==> src/rtl/data_upsizer_if.sv <==
// Beat-in / word-out bus for the width up-converter.
// Slave modport is the converter; master is whoever drives beats and sinks words.
interface data_upsizer_if #(
  parameter int DWIDTH = 8,
  parameter int RATIO  = 4
);
  logic [DWIDTH-1:0]        i_data;
  logic                     i_valid;
  logic                     i_last;
  logic                     o_ready;
  logic [DWIDTH*RATIO-1:0]  o_data;
  logic [RATIO-1:0]         o_keep;
  logic                     o_last;
  logic                     o_valid;
  logic                     i_ready;

  modport slave (
    input  i_data, i_valid, i_last, i_ready,
    output o_ready, o_data, o_keep, o_last, o_valid
  );

  modport master (
    output i_data, i_valid, i_last, i_ready,
    input  o_ready, o_data, o_keep, o_last, o_valid
  );
endinterface

==> src/rtl/data_upsizer.sv <==
// Packs RATIO beats into one word (i_last closes early); word valid 1 cycle after final beat.
// Backpressure: o_ready drops while a word is held and i_ready is low; releases combinationally.
module data_upsizer #(
  parameter int DWIDTH = 8,
  parameter int RATIO  = 4
) (
  input  logic           clk,
  input  logic           rstn,
  data_upsizer_if.slave  bus
);
  localparam int CW = (RATIO > 1) ? $clog2(RATIO) : 1;
  localparam int WW = DWIDTH * RATIO;

  logic              en_q, en_d;
  logic [CW-1:0]     cnt_q, cnt_d;
  logic [WW-1:0]     acc_q, acc_d, acc_m;
  logic [RATIO-1:0]  kacc_q, kacc_d, kacc_m;
  logic [WW-1:0]     o_data_q, o_data_d;
  logic [RATIO-1:0]  o_keep_q, o_keep_d;
  logic              o_last_q, o_last_d;
  logic              o_valid_q, o_valid_d;
  logic              rdy, accept, final_beat;

  always_comb begin
    en_d       = 1'b1;
    cnt_d      = cnt_q;
    acc_d      = acc_q;
    kacc_d     = kacc_q;
    o_data_d   = o_data_q;
    o_keep_d   = o_keep_q;
    o_last_d   = o_last_q;
    o_valid_d  = o_valid_q;

    rdy        = en_q && (!o_valid_q || bus.i_ready);
    accept     = bus.i_valid && rdy;
    final_beat = accept && ((cnt_q == CW'(RATIO - 1)) || bus.i_last);

    // Accumulator with the current beat merged into lane cnt_q.
    acc_m  = acc_q;
    kacc_m = kacc_q;
    for (int k = 0; k < RATIO; k++) begin
      if (cnt_q == CW'(k)) begin
        acc_m[k*DWIDTH +: DWIDTH] = bus.i_data;
        kacc_m[k]                 = 1'b1;
      end
    end

    if (o_valid_q && bus.i_ready) begin
      o_valid_d = 1'b0;
    end

    if (final_beat) begin
      o_data_d  = acc_m;
      o_keep_d  = kacc_m;
      o_last_d  = bus.i_last;
      o_valid_d = 1'b1;
      acc_d     = '0;
      kacc_d    = '0;
      cnt_d     = '0;
    end else if (accept) begin
      acc_d  = acc_m;
      kacc_d = kacc_m;
      cnt_d  = cnt_q + CW'(1);
    end
  end

  always_ff @(posedge clk) begin
    if (!rstn) begin
      en_q      <= 1'b0;
      cnt_q     <= '0;
      acc_q     <= '0;
      kacc_q    <= '0;
      o_data_q  <= '0;
      o_keep_q  <= '0;
      o_last_q  <= 1'b0;
      o_valid_q <= 1'b0;
    end else begin
      en_q      <= en_d;
      cnt_q     <= cnt_d;
      acc_q     <= acc_d;
      kacc_q    <= kacc_d;
      o_data_q  <= o_data_d;
      o_keep_q  <= o_keep_d;
      o_last_q  <= o_last_d;
      o_valid_q <= o_valid_d;
    end
  end

  assign bus.o_ready = rdy;
  assign bus.o_data  = o_data_q;
  assign bus.o_keep  = o_keep_q;
  assign bus.o_last  = o_last_q;
  assign bus.o_valid = o_valid_q;
endmodule

==> src/flat_wrapper.sv <==
// flat-port wrapper written by rule: the top's interface ports become plain ports
module data_upsizer_flat 
#(
  parameter int DWIDTH = 8,
  parameter int RATIO  = 4
)
  (clk, rstn, bus_i_data, bus_i_valid, bus_i_last, bus_i_ready, bus_o_ready, bus_o_data, bus_o_keep, bus_o_last, bus_o_valid);
  data_upsizer_if #(.DWIDTH(DWIDTH), .RATIO(RATIO)) bus_i ();
  input  logic clk;
  input  logic rstn;
  input wire logic [$bits(bus_i.i_data)-1:0] bus_i_data;
  input wire logic [$bits(bus_i.i_valid)-1:0] bus_i_valid;
  input wire logic [$bits(bus_i.i_last)-1:0] bus_i_last;
  input wire logic [$bits(bus_i.i_ready)-1:0] bus_i_ready;
  output wire logic [$bits(bus_i.o_ready)-1:0] bus_o_ready;
  output wire logic [$bits(bus_i.o_data)-1:0] bus_o_data;
  output wire logic [$bits(bus_i.o_keep)-1:0] bus_o_keep;
  output wire logic [$bits(bus_i.o_last)-1:0] bus_o_last;
  output wire logic [$bits(bus_i.o_valid)-1:0] bus_o_valid;
  assign bus_i.i_data = bus_i_data;
  assign bus_i.i_valid = bus_i_valid;
  assign bus_i.i_last = bus_i_last;
  assign bus_i.i_ready = bus_i_ready;
  assign bus_o_ready = bus_i.o_ready;
  assign bus_o_data = bus_i.o_data;
  assign bus_o_keep = bus_i.o_keep;
  assign bus_o_last = bus_i.o_last;
  assign bus_o_valid = bus_i.o_valid;
  data_upsizer #(.DWIDTH(DWIDTH), .RATIO(RATIO)) u_core (.clk(clk), .rstn(rstn), .bus(bus_i));
endmodule
==> config.mk <==
export PLATFORM = sky130hd
export DESIGN_NAME = data_upsizer_flat
export DESIGN_NICKNAME = d
export VERILOG_FILES = /design/src/rtl/data_upsizer_if.sv /design/src/rtl/data_upsizer.sv /design/src/flat_wrapper.sv
export SDC_FILE = /design/constraint.sdc
export NUM_CORES = 1
export LEC_CHECK = 0
export ABC_AREA = 0
export ABC_CLOCK_PERIOD_IN_PS = 2200
export CAP_MARGIN = 20
export CORE_UTILIZATION = 54
export DETAILED_ROUTE_END_ITERATION = 10
export PLACE_DENSITY = 0.89
export SETUP_SLACK_MARGIN = 0.1
export SLEW_MARGIN = 10
export SYNTH_ARGS = -nofsm -noshare
export SYNTH_HDL_FRONTEND = slang
export SYNTH_SLANG_ARGS = --single-unit
==> constraint.sdc <==
create_clock -name clk -period 2.2 [get_ports clk]
set_input_delay 0.22 -clock clk [delete_from_list [all_inputs] [get_ports clk]]
set_output_delay 0.22 -clock clk [all_outputs]
set_load 0.03 [all_outputs]
==> results.txt <==
- After the last flow step, the layout net total stands at approximately 450.
- The first routing iteration left 313 violations.
- Along the worst path, the maximum fanout reaches 11.
- Starting Density: around 56%
- Derived from the worst setup path, the maximum achievable clock frequency is roughly 540 MHz.
* Origin of the worst min-delay path: u_core.bus.o_keep[3]$_SDFFE_PN0P_
* Net switching share of the total power: around a quarter
- The first TritonRoute pass finished after 5 iterations.
- The critical path is of the primary input to output pin type.
* Fraction of power consumed by combinational cells: about an eighth
- Average wire per cell in the routed design: approximately 18 microns
* Horizontal die dimension: around 83 microns
- In the final routing, the length of wire on met1 measures just under 4000 microns.
- The internal portion of the total power is ~2400 uW.
* Post-synthesis instance total: approximately 400
* Clock tree from TritonCTS: yes
- The tree is rooted in a sky130_fd_sc_hd__clkbuf_8.
* Nets in the synthesized netlist: slightly above 400
* FILL cells: a little under 500
- Detailed routing placed a total of 744 microns of wire on met3.
- Power density cells: 729 mW/mm^2
* Cts repair resizes: 0
- The die is between 80 and 90 microns tall.
- Per report_power, the sequential group accounts for between 40% and 50% of the total.
- In this run the static leakage power is approximately 0.0017 uW.
- The first global-routing pass estimated roughly 15000 microns of wire.
* Clk_skew: between 7 and 8 ps
* RSZ-0062 raised after global routing: false
* Clock network fraction of total power: 42.6%
- Sequential Area: approximately 0.0015 sq mm
- Total setup violations reported at the end of the flow: 0
- The repair_antennas step left the layout with diodes totalling 0.
- Endpoint required time on the critical path: 1980 ps
- The worst path needs approximately 1900 ps of the cycle, external delays included.
- The min-delay analysis places its worst path in the category flip-flop to flip-flop.
- Actual slew at the worst max-slew pin: around 800 ps
* Warnings, synthesis: 0
- Count of maximum capacitance violations: 0
- Mean number of vias per cell: just over 6
- Mean area per synthesized cell: between 9 and 10 sq um
- The startpoint identified for the worst register-to-register timing path is u_core.cnt_q[0]$_SDFFE_PP0P_.
* Data arrival time of the critical path: 1640 ps
- The number of different library cells used by synthesis comes to 30.
- The die covers 0.00694 sq mm.
- The critical path starts at bus_i_ready.
* DP HPWL: roughly 5500 microns
* Number of endpoints with negative hold slack in the final report: 0
- Setup fix buffers added after clock tree synthesis: 0
- Total wire length: slightly above 9000 microns
- IR analysis of the VDD net gives a maximum drop of about 430 uV.
- Summed over its instances, the top area cell type makes up a little over two fifths of the synthesized netlist area.
- For this run the aggregate overflow at the end of global routing stands at 0.
- Combined area of the multi-input logic cells: between 0.0015 and 0.002 sq mm
- Clock buffer count from CTS: 9
* Switching power summed over all nets: roughly 760 uW
- Max-Slew Margin vs Limit: 45.4%
* Post-CTS Hold Fix Bufs: 0
- Summed negative setup slack over all endpoints: 0 ps
- Row cnt: 29
- Number of pins exceeding their max-slew limit in the final report: 0
- Run status: completed
- Sequential fraction of the synthesis area: between 40% and 50%
* Clock transition at path regs: 70 ps
- After layout, the worst path uses 84.3% of the clock period.
* Via count: about 3.2k
* Maximum level of the CTS H-tree: 3
- STA classifies the critical path endpoint as an output pin.
* Netlist area before placement: between 0.003 and 0.004 sq mm
* Drt drc: 0
- The tightest hold path in the finished design has a slack of between 400 and 500 ps.
- The biggest area contributor in the post-synthesis netlist is sky130_fd_sc_hd__dfxtp_1.
- Buffer depth of the longest clock path: 2
- PnR worst setup slack: 345 ps
- Core outline area: 0.00635 sq mm
- Topmost layer with routed signal wires: met4
- The tree built by TritonCTS fans out to 77 sinks.
- The count of nets left with antenna violations once routing finished came out at 0.
- Fraction of final layout cells sized beyond drive strength 1: under 10%
- 52 I/O pins were placed.
- Across every metal layer, demand over resource in global routing totals between 20% and 30%.
* Final weighted congestion in routability-driven placement: between 0.8 and 0.9
- Synthesis inferred just under 80 register bits.
- The worst setup path is launched from a primary input.
- IO buf count: slightly above 50
- The number of global-route vias before repair is 2912.
* Place WS: roughly 240 ps
- Largest net degree at the start of global routing: 86
- Worst-Skew Late Latency: approximately 350 ps
- From synthesis to final layout, the design area changed by 22.2%.
* Met2 wirelength from detailed routing: approximately 4400 microns
* Most area-consuming cells after synthesis: sky130_fd_sc_hd__dfxtp_1 43%, sky130_fd_sc_hd__a221o_1 6.7%, sky130_fd_sc_hd__o311a_1 6.7%, sky130_fd_sc_hd__o31ai_1 5.3%, sky130_fd_sc_hd__nand2_1 4.7%
- The initial antenna violation count was 0.
==> power groups by stage <==
stage	clock [uW]	sequential (uW)	combinational [uW]
floorplan	0	1530	175
global placement	0	1480	358
detailed placement	0	1480	364
CTS	1360	1450	368
global route	1440	1460	394
finish	1350	1450	372
==> per-stage QoR <==
stage	power, uW	cell area, sq um	std cells	utilization (%)
2_1_floorplan	1710	3570	396	-
3_3_place_gp	1840	4100	498	64.6
3_5_place_dp	1850	4100	498	64.6
4_1_cts	3180	4360	514	68.7
5_1_grt	3300	4360	514	68.7
6_report	3180	4360	514	68.7
==> synthesized netlist by cell type <==
library cell and instances:
sky130_fd_sc_hd__a21boi_0 1, sky130_fd_sc_hd__a21oi_1 27, sky130_fd_sc_hd__a221o_1 24, sky130_fd_sc_hd__a31oi_1 4
sky130_fd_sc_hd__a41o_1 1, sky130_fd_sc_hd__and2_1 26, sky130_fd_sc_hd__and3_1 9, sky130_fd_sc_hd__and4_1 3
sky130_fd_sc_hd__buf_1 2, sky130_fd_sc_hd__buf_2 2, sky130_fd_sc_hd__buf_4 1, sky130_fd_sc_hd__buf_6 2
sky130_fd_sc_hd__clkbuf_1 32, sky130_fd_sc_hd__dfxtp_1 77, sky130_fd_sc_hd__ha_1 4, sky130_fd_sc_hd__inv_1 27
sky130_fd_sc_hd__mux2_2 8, sky130_fd_sc_hd__mux2i_1 11, sky130_fd_sc_hd__nand2_1 45, sky130_fd_sc_hd__nand2b_1 2
sky130_fd_sc_hd__nand3_1 2, sky130_fd_sc_hd__nor2_1 3, sky130_fd_sc_hd__nor2_2 1, sky130_fd_sc_hd__nor2b_1 25
sky130_fd_sc_hd__nor3b_2 1, sky130_fd_sc_hd__o21ai_0 5, sky130_fd_sc_hd__o311a_1 24, sky130_fd_sc_hd__o31ai_1 25
sky130_fd_sc_hd__o41ai_1 1, sky130_fd_sc_hd__or3_1 1
==> layout make-up <==
type                    count  area share (%)
inverters                  27            2.32
flip-flops and latches     77            35.4
clock inverters             3            2.07
repair buffers             64            13.8
clock buffers              13            3.87
multi-input cells         253            40.4
well taps                  77            2.21
==> worst max-delay path, cell delays in order <==
cell and delay (ps):
sky130_fd_sc_hd__clkdlybuf4s50_1 500, sky130_fd_sc_hd__nand2b_1 360, sky130_fd_sc_hd__buf_4 260, sky130_fd_sc_hd__and2_1 140, sky130_fd_sc_hd__buf_4 150
==> path summary, 6_finish.rpt <==
kind	cells past startpoint	end	slack, ps
worst max-delay path	5	bus_o_ready	340
worst min-delay path	2	u_core.bus.o_keep[3]$_SDFFE_PN0P_	460
worst max register to register	4	u_core.acc_q[3]$_SDFFE_PP0P_	360
worst min register to register	2	u_core.bus.o_keep[3]$_SDFFE_PN0P_	460
==> registers in the layout, indices dropped and copies added, names as in the netlist <==
name / cells
u_core.cnt_q: 2
u_core.bus.o_valid: 1
u_core.kacc_q: 4
u_core.en_q: 1
u_core.acc_q: 32
u_core.bus.o_last: 1
u_core.bus.o_data: 32
u_core.bus.o_keep: 4
==> cell usage in the layout, fill, tap and decap left out, types with 2 or more instances in the layout <==
| master | Yosys | routed |
|---|---|---|
| sky130_fd_sc_hd__dfxtp_1 | 77 | 77 |
| sky130_fd_sc_hd__clkdlybuf4s50_1 | 0 | 49 |
| sky130_fd_sc_hd__nand2_1 | 45 | 45 |
| sky130_fd_sc_hd__inv_1 | 27 | 27 |
| sky130_fd_sc_hd__a21oi_1 | 27 | 27 |
| sky130_fd_sc_hd__and2_1 | 26 | 26 |
| sky130_fd_sc_hd__o31ai_1 | 25 | 25 |
| sky130_fd_sc_hd__nor2b_1 | 25 | 24 |
| sky130_fd_sc_hd__o311a_1 | 24 | 24 |
| sky130_fd_sc_hd__a221o_1 | 24 | 24 |
| sky130_fd_sc_hd__buf_4 | 1 | 14 |
| sky130_fd_sc_hd__clkbuf_8 | 0 | 12 |
| sky130_fd_sc_hd__mux2i_1 | 11 | 11 |
| sky130_fd_sc_hd__and3_1 | 9 | 9 |
| sky130_fd_sc_hd__mux2_2 | 8 | 8 |
| sky130_fd_sc_hd__o21ai_0 | 5 | 5 |
| sky130_fd_sc_hd__a31oi_1 | 4 | 4 |
| sky130_fd_sc_hd__ha_1 | 4 | 4 |
| sky130_fd_sc_hd__nor2_1 | 3 | 3 |
| sky130_fd_sc_hd__and4_1 | 3 | 3 |
| sky130_fd_sc_hd__bufinv_16 | 0 | 3 |
| sky130_fd_sc_hd__nand2b_1 | 2 | 2 |
| sky130_fd_sc_hd__nand3_1 | 2 | 2 |
==> routing by layer <==
| metal | vias to the layer above | track usage (%) |
|---|---|---|
| li1 | 1490 | - |
| met1 | 1495 | 36.2 |
| met2 | 158 | 42.6 |
| met3 | 12 | 5.27 |
| met4 | 0 | 9.87 |
| met5 | - | 0 |
==> logic make-up (layout without fill, tap and decap cells) <==
logic type,count (synthesis),in the layout,synth area share (%)
simple gates,118,118,17.6
compound gates,112,112,24.6
flops,77,77,43.2
buf+inv,66,107,7.54
mux,19,19,5.61
fa+ha+maj,4,4,1.40
Note: power is estimated with default switching activity, not from simulation.
